--- src/rtl/rv32i_types.sv ---
// Shared types for the data-side memory path: the eviction write buffer
// state encoding and the cache line width.
package rv32i_types;

    localparam int EWB_LINE_WIDTH = 256;

    typedef enum logic [1:0] {
        IDLE   = 2'd0,
        ACK    = 2'd1,
        RD_FWD = 2'd2,
        DRAIN  = 2'd3
    } ewb_state_t;

endpackage

--- src/rtl/ewb_entry.sv ---
// Single buffered line: valid flag, full line address and line data, with a
// combinational tag match against the cache's current request address.
module ewb_entry #(
    parameter int LINE_WIDTH  = 256,
    parameter int ADDR_WIDTH  = 32,
    parameter int OFFSET_BITS = 5
) (
    input  logic                  clk,
    input  logic                  rst,
    input  logic                  i_load,
    input  logic                  i_clear,
    input  logic [ADDR_WIDTH-1:0] i_addr,
    input  logic [LINE_WIDTH-1:0] i_data,
    input  logic [ADDR_WIDTH-1:0] i_cmp_addr,
    output logic                  o_valid,
    output logic [ADDR_WIDTH-1:0] o_addr,
    output logic [LINE_WIDTH-1:0] o_data,
    output logic                  o_match
);

    logic                  r_valid;
    logic [ADDR_WIDTH-1:0] r_addr;
    logic [LINE_WIDTH-1:0] r_data;

    // A load always wins over a clear; the controller never asks for both.
    always_ff @(posedge clk) begin
        if (rst) begin
            r_valid <= 1'b0;
            r_addr  <= '0;
            r_data  <= '0;
        end else if (i_load) begin
            r_valid <= 1'b1;
            r_addr  <= i_addr;
            r_data  <= i_data;
        end else if (i_clear) begin
            r_valid <= 1'b0;
        end
    end

    assign o_valid = r_valid;
    assign o_addr  = r_addr;
    assign o_data  = r_data;
    assign o_match = r_valid &&
                     (i_cmp_addr[ADDR_WIDTH-1:OFFSET_BITS] == r_addr[ADDR_WIDTH-1:OFFSET_BITS]);

endmodule

--- src/rtl/eviction_write_buffer.sv ---
// Single-entry write-back buffer between the data cache and the arbiter data
// port: absorbs evictions, serves hits from the entry, drains when idle.
module eviction_write_buffer
    import rv32i_types::*;
#(
    parameter int LINE_WIDTH  = EWB_LINE_WIDTH,
    parameter int ADDR_WIDTH  = 32,
    parameter int OFFSET_BITS = 5
) (
    input  logic                  clk,
    input  logic                  rst,
    input  logic [ADDR_WIDTH-1:0] c_address,
    input  logic                  c_read,
    input  logic                  c_write,
    input  logic [LINE_WIDTH-1:0] c_wdata,
    output logic [LINE_WIDTH-1:0] c_rdata,
    output logic                  c_resp,
    output logic [ADDR_WIDTH-1:0] m_address,
    output logic                  m_read,
    output logic                  m_write,
    output logic [LINE_WIDTH-1:0] m_wdata,
    input  logic [LINE_WIDTH-1:0] m_rdata,
    input  logic                  m_resp,
    output logic                  buf_valid
);

    ewb_state_t            r_state;
    ewb_state_t            w_next;
    logic [LINE_WIDTH-1:0] r_rdata;

    logic                  w_load;
    logic                  w_clear;
    logic                  w_rd_hit;
    logic                  w_valid;
    logic                  w_match;
    logic [ADDR_WIDTH-1:0] w_addr;
    logic [LINE_WIDTH-1:0] w_data;

    ewb_entry #(
        .LINE_WIDTH (LINE_WIDTH),
        .ADDR_WIDTH (ADDR_WIDTH),
        .OFFSET_BITS(OFFSET_BITS)
    ) u_entry (
        .clk       (clk),
        .rst       (rst),
        .i_load    (w_load),
        .i_clear   (w_clear),
        .i_addr    (c_address),
        .i_data    (c_wdata),
        .i_cmp_addr(c_address),
        .o_valid   (w_valid),
        .o_addr    (w_addr),
        .o_data    (w_data),
        .o_match   (w_match)
    );

    always_ff @(posedge clk) begin
        if (rst) begin
            r_state <= IDLE;
            r_rdata <= '0;
        end else begin
            r_state <= w_next;
            if (w_rd_hit) begin
                r_rdata <= w_data;
            end
        end
    end

    // Reads are examined before the background drain so a miss reaches
    // memory ahead of the buffered eviction.
    always_comb begin
        w_next    = r_state;
        w_load    = 1'b0;
        w_clear   = 1'b0;
        w_rd_hit  = 1'b0;
        c_resp    = 1'b0;
        c_rdata   = r_rdata;
        m_read    = 1'b0;
        m_write   = 1'b0;
        m_address = '0;
        m_wdata   = '0;
        case (r_state)
            IDLE: begin
                if (c_write) begin
                    if (!w_valid || w_match) begin
                        w_load = 1'b1;
                        w_next = ACK;
                    end else begin
                        w_next = DRAIN;
                    end
                end else if (c_read) begin
                    if (w_match) begin
                        w_rd_hit = 1'b1;
                        w_next   = ACK;
                    end else begin
                        w_next = RD_FWD;
                    end
                end else if (w_valid) begin
                    w_next = DRAIN;
                end
            end
            ACK: begin
                c_resp = 1'b1;
                w_next = IDLE;
            end
            RD_FWD: begin
                m_read    = 1'b1;
                m_address = c_address;
                if (m_resp) begin
                    c_resp  = 1'b1;
                    c_rdata = m_rdata;
                    w_next  = IDLE;
                end
            end
            DRAIN: begin
                m_write   = 1'b1;
                m_address = w_addr;
                m_wdata   = w_data;
                if (m_resp) begin
                    w_clear = 1'b1;
                    w_next  = IDLE;
                end
            end
            default: w_next = IDLE;
        endcase
    end

    assign buf_valid = w_valid;

endmodule

--- config.mk ---
export PLATFORM = sky130hd
export DESIGN_NAME = eviction_write_buffer
export DESIGN_NICKNAME = d
export VERILOG_FILES = /design/src/rtl/rv32i_types.sv /design/src/rtl/ewb_entry.sv /design/src/rtl/eviction_write_buffer.sv
export SDC_FILE = /design/constraint.sdc
export NUM_CORES = 1
export LEC_CHECK = 0
export ABC_CLOCK_PERIOD_IN_PS = 3300
export CAP_MARGIN = 0
export CORE_AREA = 2 2 428 430
export DETAILED_ROUTE_END_ITERATION = 8
export DIE_AREA = 0 0 430 432
export PLACE_DENSITY_LB_ADDON = 0.05
export SYNTH_ARGS = -nofsm -noshare
export SYNTH_HDL_FRONTEND = slang
export SYNTH_SLANG_ARGS = --single-unit
--- constraint.sdc ---
create_clock -name clk -period 3.3 [get_ports clk]
set_clock_uncertainty 0.05 [all_clocks]
set_input_delay 0.66 -clock clk [delete_from_list [all_inputs] [get_ports clk]]
set_output_delay 0.66 -clock clk [all_outputs]
set_load 0.01 [all_outputs]
==> flow_summary_export.csv <==
group,metric,value,unit
logic_synthesis,synth_compound_area_share,10.4,%
sta,fmax,301,MHz
grt,grt_pass1_vias,27100,
clock_tree,cts-root-buf,"clkbuf_16",
logic_synthesis,synth-seq-cells,547,
critical_path,r2r_slack,670,ps
detailed_routing,postRouteWirelength,162,mm
logic_synthesis,synthXorXnorAreaFrac,0.846,%
clock_tree,path_clk_slew,50,ps
grt,grt_max_degree,113,
detailed_routing,routedWlPerCell,24.4,um
logic_synthesis,synth.area.top_cells,"dfxtp_1, nand2b_1, mux2i_1, mux2_2, and2_1",
critical_path,r2r_end,"u_entry.o_addr[1]",
logic_synthesis,synth_area,27900,um2
sta,fin_ws,-18.3,ps
logic_synthesis,yosysWarnings,0,
detailed_routing,vias,26600,
critical_path,crit_top_cell,"buf_6",
clock_tree,cts_tree,"built",
place,post-place-cells,6430,
logic_synthesis,synthCells,3093,
layout,final_cell_mix,"nand2b_1, clkdlybuf4s50_1, dfxtp_1",
pwr,cellPowerDensity,487,nW/um2
critical_path,critPathMaxFanout,7,
clock_tree,clock-sinks,547,
critical_path,crit_slowest_cell,"dfxtp_4",
sta,min_period_over_period,101,%
logic_synthesis,synthSimpleGateAreaFrac,23.7,%
critical_path,reg2reg_depth,7,
min_path,hold_end,"r_rdata[11]",
floorplan,ios,1097,
outcome,violations,"setup timing",
floorplan,rows,157,
pwr,p_leak,23.0,nW
logic_synthesis,synth.distinct_cells,34,
place,io_buffers,1096,
layout,area_growth,68.0,%
logic_synthesis,synth_edf_count,0,
grt,gr-usage-all-layers,16.3,%
outcome,status,"complete, but fails checks",
pwr,power.total,0.0229,W
clock_tree,insertion_delay,670,ps
critical_path,crit_required,2590,ps
floorplan,placeableCoreArea,182000,um2
sta,relSlewSlack,43.6,%
clock_tree,hold_buffers,0,
sta,rsz0062_at_grt,"yes",
floorplan,die_w,430,um
critical_path,cp_slowest_stage_delay,350,ps
critical_path,path_cells,"inv_4 -> ha_4 -> and2_4 -> buf_12 -> clkbuf_16 -> clkbuf_16 -> buf_8 -> buf_6 -> buf_6 -> mux2_4 -> buf_6",
grt,grt_pass1_wl,219,mm
floorplan,start_util,15.4,%
detailed_routing,drc,0,
run,max-cap-violations,0,
logic_synthesis,yosysTopAreaCell,"dfxtp_1",
clock_tree,htreeDepth,3,
min_path,hold_path_depth,2,
sta,worst_slew_pin_slew,846,ps
logic_synthesis,ys_seq_area_share,39.2,%
sta,hold_viol,0,
logic_synthesis,synth_top_family_by_area,"simple AND/OR/NAND/NOR gates",
sta,slew_violations,0,
pwr,ir_worst_vdd,0.000300,V
min_path,hold_start,"rst",
detailed_routing,drt_iter0_drc,1072,
grt,antenna_found_initial,45,
critical_path,r2r-start,"u_entry.o_addr[8]",
min_path,hold_class,"primary input to flop",
layout,drive_above_1_share,16.9,%
sta,finalSetupTns,-30.4,ps
detailed_routing,vias_per_cell,3.99,
logic_synthesis,avgSynthCellArea,9.03,um2
logic_synthesis,synthFlopType,"dfxtp_1",
detailed_routing,antenna_left,0,
logic_synthesis,synth_adder_area_share,0.179,%
grt,gr-total-overflow,0,
layout,final_common_cell,"nand2b_1",
place,gp_congestion,0.783,
sta,setup_viol,2,
critical_path,setup.worst_path.start_class,"flop",
logic_synthesis,synth_top_area_share,39.2,%
critical_path,arrival,2610,ps
floorplan,die_y,432,um
layout,final_cells,6659,
logic_synthesis,synthArstFlopShare,0,%
sta,fin_crit,3320,ps
logic_synthesis,syn-num-nets,3646,
logic_synthesis,synthMuxAreaShare,20.6,%
place,dpl.hpwl,117,mm
floorplan,die_area,186000,um2
layout,fillers,19700,
critical_path,end_kind,"output pin",
clock_tree,clock_path_buffers,3,
detailed_routing,firstDrtPassIters,4,
critical_path,crit_type,"flop to output pin",
layout,nNetsFinal,4758,
clock_tree,cts_buffers,78,
-- routing by layer --
layer  global-route usage [%]  routed length (um)  vias to the layer above
met5                        0                 214                        -
met4                     3.38                3050                       32
met3                     4.39                9220                      189
met2                     29.6               83100                      678
met1                     19.0               66700                    12900
li1                         -                   -                    12800
-- cell type report --
class / count / area [um2] / share of cell area [%]
antenna: 12 / 30.0 / 0.0640
clock buffer: 120 / 2350 / 5.01
clock inverter: 17 / 258 / 0.549
inverter: 4 / 17.5 / 0.0373
multi-input combinational: 2239 / 15700 / 33.4
sequential: 547 / 11000 / 23.3
tap: 2385 / 2980 / 6.36
timing repair buffer: 1335 / 14700 / 31.2
-- how the worst max path moves through the flow --
stage	start	cells after the start	to
after floorplan	r_state[0]	8	c_rdata[226]
after global placement	c_address[8]	8	u_entry.o_data[33]
after detailed placement	c_address[8]	8	u_entry.o_addr[1]
after CTS	r_state[0]	8	c_rdata[138]
after global routing	r_state[0]	11	c_rdata[236]
final	r_state[0]	11	c_rdata[236]
-- synthesized netlist by cell type (2+ instances only) --
| master | n |
|---|---|
| buf_6 | 24 |
| nor2_1 | 2 |
| buf_1 | 7 |
| o21ai_1 | 7 |
| nand2b_1 | 577 |
| buf_2 | 31 |
| o21ai_0 | 250 |
| dfxtp_1 | 547 |
| nand2_1 | 3 |
| a21oi_1 | 257 |
| and2_1 | 257 |
| or4_1 | 2 |
| a211o_1 | 2 |
| xnor2_1 | 11 |
| nor4_1 | 5 |
| nand3_1 | 258 |
| buf_4 | 8 |
| inv_1 | 4 |
| ha_1 | 4 |
| mux2i_1 | 288 |
| xor2_1 | 16 |
| clkbuf_1 | 233 |
| nand4_1 | 3 |
| a22o_1 | 32 |
| mux2_2 | 256 |
-- critical path, delay by kind of cell, from the launching register on --
family	cells	cell delay [ps]
buffers and inverters	8	1000
adders and majority gates	1	140
muxes	1	290
DFF	1	350
and+or+nand+nor	1	150
-- what timing repair did --
action,4_1_cts,5_1_grt
pin swaps,0,2
resized for setup,307,553
cloned,8,15
endpoints found under the setup margin,449,388
setup buffers,24,38
-- power breakdown --
group	switching [W]	internal (W)	total (W)
registers	0.000579	0.00726	0.00784
logic	0.00282	0.00349	0.00630
clock network	0.00349	0.00523	0.00872
total	0.00689	0.0160	0.0229
-- state kept, by name, indices dropped and copies added (netlist names) --
register and count:
r_rdata 256, u_entry.o_data 256, u_entry.o_addr 32, r_state 2, u_entry.o_valid 1
-- stage by stage --
step | util [%] | area, um2 | setup slack, ps | hold WS [ps]
floorplan | - | 27900 | 400 | 397
global placement | 23.4 | 42500 | -232 | 414
detailed placement | 23.4 | 42500 | -226 | 420
CTS | 25.1 | 45600 | -286 | 386
global route | 25.8 | 46900 | -136 | 417
finish | 25.8 | 46900 | -18.3 | 415
-- kinds of logic (layout without fill, tap and decap cells) --
| logic type | Yosys count | after routing |
|---|---|---|
| AO/OA/AOI/OAI | 553 | 553 |
| AND/OR/NAND/NOR | 1111 | 1111 |
| buffers and inverters | 307 | 1476 |
| adder cells (fa/ha/maj) | 4 | 4 |
| XOR/XNOR | 27 | 27 |
| multiplexers | 544 | 544 |
| flip-flops | 547 | 547 |
| other | 0 | 12 |
Note: power is estimated with default switching activity, not from simulation.
